===== src/rtl/xs3_to_bcd_deser.sv =====
// Serial Excess-3 to packed-BCD decoder: one digit per handshake in, one
// NUM_DIGITS-digit BCD word per handshake out, first digit in the MS nibble.
// Valid/ready: a transfer happens on a rising edge where valid and ready are
// both 1; a source holds its data stable while valid=1 and ready=0.
module xs3_to_bcd_deser #(
  parameter int NUM_DIGITS = 4,
  parameter int ERR_CNT_W  = 16
) (
  input  logic                    clk,
  input  logic                    rst_n,
  input  logic                    in_valid,
  output logic                    in_ready,
  input  logic [3:0]              in_xs3,
  output logic                    out_valid,
  input  logic                    out_ready,
  output logic [4*NUM_DIGITS-1:0] out_bcd,
  output logic [NUM_DIGITS-1:0]   out_err_mask,
  output logic                    out_err,
  output logic [ERR_CNT_W-1:0]    err_count
);

  localparam int W     = 4 * NUM_DIGITS;
  localparam int CNT_W = (NUM_DIGITS > 1) ? $clog2(NUM_DIGITS) : 1;

  typedef enum logic {COLLECT, HOLD} state_t;

  state_t                state;
  logic [CNT_W-1:0]      cnt;
  logic [W-1:0]          sr;
  logic [W-1:0]          next_sr;
  logic [W-1:0]          nib_w;
  logic [NUM_DIGITS-1:0] mask_sr;
  logic [NUM_DIGITS-1:0] next_mask;
  logic [NUM_DIGITS-1:0] bad_w;
  logic [3:0]            nib;
  logic                  bad;
  logic                  accept;
  logic                  last;

  // Codes outside 3..12 are not Excess-3; they are stored as 4'hF.
  always_comb begin
    bad       = (in_xs3 < 4'd3) || (in_xs3 > 4'd12);
    nib       = bad ? 4'hF : (in_xs3 - 4'd3);
    nib_w     = '0;
    nib_w[3:0] = nib;
    bad_w     = '0;
    bad_w[0]  = bad;
    next_sr   = (sr << 4) | nib_w;
    next_mask = (mask_sr << 1) | bad_w;
  end

  // In HOLD the input is only open when the word leaves this same cycle.
  assign in_ready = rst_n & ((state == COLLECT) | out_ready);
  assign accept   = in_valid & in_ready;
  assign last     = (cnt == CNT_W'(NUM_DIGITS - 1));
  assign out_err  = |out_err_mask;

  always_ff @(posedge clk or negedge rst_n) begin
    if (!rst_n) begin
      state        <= COLLECT;
      cnt          <= '0;
      sr           <= '0;
      mask_sr      <= '0;
      out_valid    <= 1'b0;
      out_bcd      <= '0;
      out_err_mask <= '0;
      err_count    <= '0;
    end else begin
      if (accept && bad && (err_count != '1))
        err_count <= err_count + 1'b1;
      case (state)
        COLLECT: begin
          if (accept) begin
            if (last) begin
              out_bcd      <= next_sr;
              out_err_mask <= next_mask;
              out_valid    <= 1'b1;
              cnt          <= '0;
              state        <= HOLD;
            end else begin
              sr      <= next_sr;
              mask_sr <= next_mask;
              cnt     <= cnt + 1'b1;
            end
          end
        end
        HOLD: begin
          if (out_ready) begin
            if (accept && (NUM_DIGITS == 1)) begin
              out_bcd      <= next_sr;
              out_err_mask <= next_mask;
            end else if (accept) begin
              // The digit accepted alongside the handoff opens the next word.
              sr        <= next_sr;
              mask_sr   <= next_mask;
              cnt       <= CNT_W'(1);
              out_valid <= 1'b0;
              state     <= COLLECT;
            end else begin
              out_valid <= 1'b0;
              state     <= COLLECT;
            end
          end
        end
        default: state <= COLLECT;
      endcase
    end
  end

endmodule

===== config.mk =====
export PLATFORM = sky130hd
export DESIGN_NAME = xs3_to_bcd_deser
export DESIGN_NICKNAME = d
export VERILOG_FILES = /design/src/rtl/xs3_to_bcd_deser.sv
export SDC_FILE = /design/constraint.sdc
export NUM_CORES = 1
export LEC_CHECK = 0
export BUFFER_PORTS_ARGS = -buffer_cell sky130_fd_sc_hd__buf_2
export CAP_MARGIN = 20
export CELL_PAD_IN_SITES_DETAIL_PLACEMENT = 0
export CELL_PAD_IN_SITES_GLOBAL_PLACEMENT = 1
export CORE_ASPECT_RATIO = 0.5
export CORE_MARGIN = 1.5
export CORE_UTILIZATION = 48
export CTS_BUF_LIST = sky130_fd_sc_hd__clkbuf_4 sky130_fd_sc_hd__clkbuf_8
export DETAILED_ROUTE_END_ITERATION = 10
export GPL_TIMING_DRIVEN = 0
export PLACE_DENSITY_LB_ADDON = 0.3
export SYNTH_ARGS = -nofsm -noshare
export SYNTH_HDL_FRONTEND = slang
export SYNTH_SLANG_ARGS = --single-unit

===== constraint.sdc =====
create_clock -name clk -period 5.5 [get_ports clk]
set_input_delay 0.55 -clock clk [delete_from_list [all_inputs] [get_ports clk]]
set_output_delay 0.55 -clock clk [all_outputs]
set_load 0.005 [all_outputs]

==> summary.md <==
| Metric | Value |
|---|---|
| Status | completed |
| Die area | around 5300 sq um |
| # rows | 17 |
| H-tree levels | 2 |
| Vias/cell | ~5.1 |
| Worst setup SP type | input pin |
| Buffers added on ports | 46 |
| Final wirelength | around 4300 um |
| Antenna Cells | 0 |
| DIE HEIGHT | ~52 um |
| Dpl ws | 2.75 ns |
| Post-layout instance area | around 2700 sq um |
| HP Class | in2async |
| Max incr delay on CP | 0.47 ns |
| DPL Wire Length | just over 3000 um |
| Post-route DRC | 0 |
| Sequential share of power | 0.546 |
| Cts repair resizes | 0 |
| DP Area | around 2700 sq um |
| Share of Yosys cell area claimed by the top area cell type | 0.594 |
| Critical R2R Capture | out_bcd[9]$_DFFE_PN0P_ |
| Synth-to-Final Area Change | 18.3% |
| Setup Buffers After CTS | 0 |
| Final Hold Violating Endpoints | 0 |
| Synthesized Nets | 204 |
| DRT iter0 DRCs | 31 |
| WL/cell | between 10 and 15 um |
| Crit path cell chain | buf_2 > buf_12 > nand4_1 > clkbuf_1 > mux2_2 |
| Final min period | ~2.3 ns |
| Hold WS | roughly 0.22 ns |
| Commonest non-fill, non-tap cell in the layout | dfrtp_1 |
| Clk sinks | 55 |
| Critical Path RT | approximately 5.7 ns |
| Max Slew Vio Count | 0 |
| Clock-pin slew on the worst setup and hold paths | 0.10 ns |
| Crit path max-delay cell type | nand4_1 |
| Fin nets | between 200 and 300 |
| Yosys cell types | 28 |
| Setup slack, reg-to-reg | 3.47 ns |
| Crit. End Element | register |
| Starting Density | 0.514 |
| Setup Skew | 0.00902 ns |
| Most frequent cells in the layout | dfrtp_1, buf_2, nand2_1, mux2_2, o21ai_0 |
| Leakage | about 0.0014 uW |
| Sw Share | 0.312 |
| Largest net degree at the start of global routing | 38 |
| Hold_buf cts | 0 |
| Die X | around 100 um |
| Worst R2R Path Depth | 4 |
| Design Power | about 1200 uW |
| Final setup fails | 0 |
| Tcrit/Tclk final | 0.424 |
| Dominant cell type by area after synthesis | dfrtp_1 |
| Vias in the first global route | roughly 1500 |
| DR pass1 iterations | 6 |
| Synth area leaders | dfrtp_1, mux2_2, nand2_1 |
| Buf+Inv Stages, Crit Path | 3 |
| R2R Path Start | cnt[0]$_DFFE_PN0P_ |
| Crit Path Max Fanout | 37 |
| I/O pin count | between 40 and 50 |
| Multi-input logic area | about 890 sq um |
| Delay-heaviest family, CP | buffers and inverters |
| TritonCTS clock tree | yes |
| Synthesized cell area | roughly 2300 sq um |
| Yosys warnings | 0 |
| Worst Tran Pin Value | ~0.67 ns |
| VDD IR max | between 0.15 and 0.2 mV |
| Area of the core | 4510 sq um |
| Post-synthesis sequential area ratio | 0.594 |
| Cell Pwr Density | ~440 nW/um^2 |
| Num CTS Buffers | 5 |
| CTS Buffer Depth | 2 |
| Int Power | slightly above 800 uW |
| WP data arrival | 2.53 ns |
| # fillers | 408 |
| Setup TNS | 0 ns |
| Worst rel slew slack | 0.553 |
| Share of layout cells above drive strength 1 | 0.336 |
| Clock network latency to the later pin of the worst-skew pair | roughly 0.31 ns |
| Vias | ~1600 |
| Net Switching | about 380 uW |
| Routed Antenna Nets | 0 |
| RSZ-0062 raised after global routing | no |
| Setup CP Type | in2reg |
| Fmax | 0.429 GHz |
| Syn Area/Cell | 12.1 sq um |
| Logic pwr share | 0.268 |
| Clock Power Share | 0.187 |
| Grt ovf | 0 |
| Initial antenna violation count | 0 |
| First-pass GRT wire length | between 7000 and 8000 um |
| Worst setup path startpoint | rst_n |
| Storage element area | roughly 1400 sq um |
| Syn Inst Count | between 150 and 200 |
| Min setup slack post-route | ~3.2 ns |
| Root Driver | clkbuf_8 |
| Seq cells post-synth | between 50 and 60 |
| RePlAce Congestion | 0.776 |
| GRT Total Usage | 0.178 |
| Number of max-cap violations | 0 |
## registers in the layout (all words and copies together) (netlist names)
register	flops
sr	12
out_err_mask	4
err_count	16
cnt	2
mask_sr	3
out_bcd	16
state	1
out_valid	1
## worst register-to-register path: stages (launching register included)
cell,delay (ns)
dfrtp_1,0.41
ha_1,0.22
nand4_1,0.40
clkbuf_1,0.49
mux2_2,0.40
## logic make-up (layout without fill, tap and decap cells)
| family | after synthesis | in the layout | share of synthesized area |
|---|---|---|---|
| simple gates | 60 | 60 | 0.131 |
| mux | 25 | 25 | 0.121 |
| fa+ha+maj | 4 | 4 | 0.0216 |
| compound gates | 21 | 21 | 0.0529 |
| flops | 55 | 55 | 0.594 |
| buf+inv | 12 | 67 | 0.0227 |
| xor+xnor | 15 | 15 | 0.0567 |
## power groups by stage
stage / Clock [uW] / Sequential [uW] / Combinational, uW
floorplan: 0 / 651 / 180
global placement: 0 / 652 / 314
detailed placement: 0 / 666 / 327
CTS: 233 / 658 / 328
global route: 248 / 678 / 367
finish: 225 / 657 / 322
## layout make-up
type                       count  share of cell area
sequential                    55               0.502
multi-input combinational    125               0.324
timing repair buffer          47              0.0912
tap                           66              0.0301
clock buffer                   5              0.0251
buffer                         5             0.00958
inverter                       7             0.00958
clock inverter                 3             0.00866
## stage by stage
stage                util  cells
finish              0.608    313
global route        0.608    313
CTS                 0.608    313
detailed placement  0.588    305
global placement    0.584    304
floorplan               -    192
## how the worst max path moves through the flow
stage	endpoint	slack, ns	depth (start not counted)
final	out_bcd[9]$_DFFE_PN0P_	3.17	5
after global routing	err_count[4]$_DFFE_PN0P_	2.93	6
after CTS	out_err_mask[3]$_DFFE_PN0P_	3.08	5
after detailed placement	out_bcd[9]$_DFFE_PN0P_	2.75	5
after global placement	out_err_mask[3]$_DFFE_PN0P_	2.31	4
after floorplan	err_count[15]$_DFFE_PN0P_	3.55	7
## cells in the mapped netlist
cell and count:
o21ai_0 12, ha_1 4, nand2b_1 1, nand3_1 6, inv_1 7, mux2_2 25
nor2b_1 1, nor2_1 3, a31oi_1 2, nand2_1 25, and2_1 3, o21a_1 1
a41oi_1 1, nor4_1 6, a211o_1 1, xor2_1 7, buf_6 1, or3_1 1
xnor2_1 8, dfrtp_1 55, a211oi_1 1, a21o_1 1, and4_4 2, clkbuf_1 4
nand4_1 7, a21oi_1 2, or4_1 1, nor3_1 4
## routing by layer
metal,share of wire,vias up,GRT usage
met5,0,-,0
met4,0.0066,0,0.0347
met3,0.035,5,0.0497
met2,0.47,21,0.301
met1,0.49,787,0.232
li1,-,784,-
Note: power is estimated with default switching activity, not from simulation.
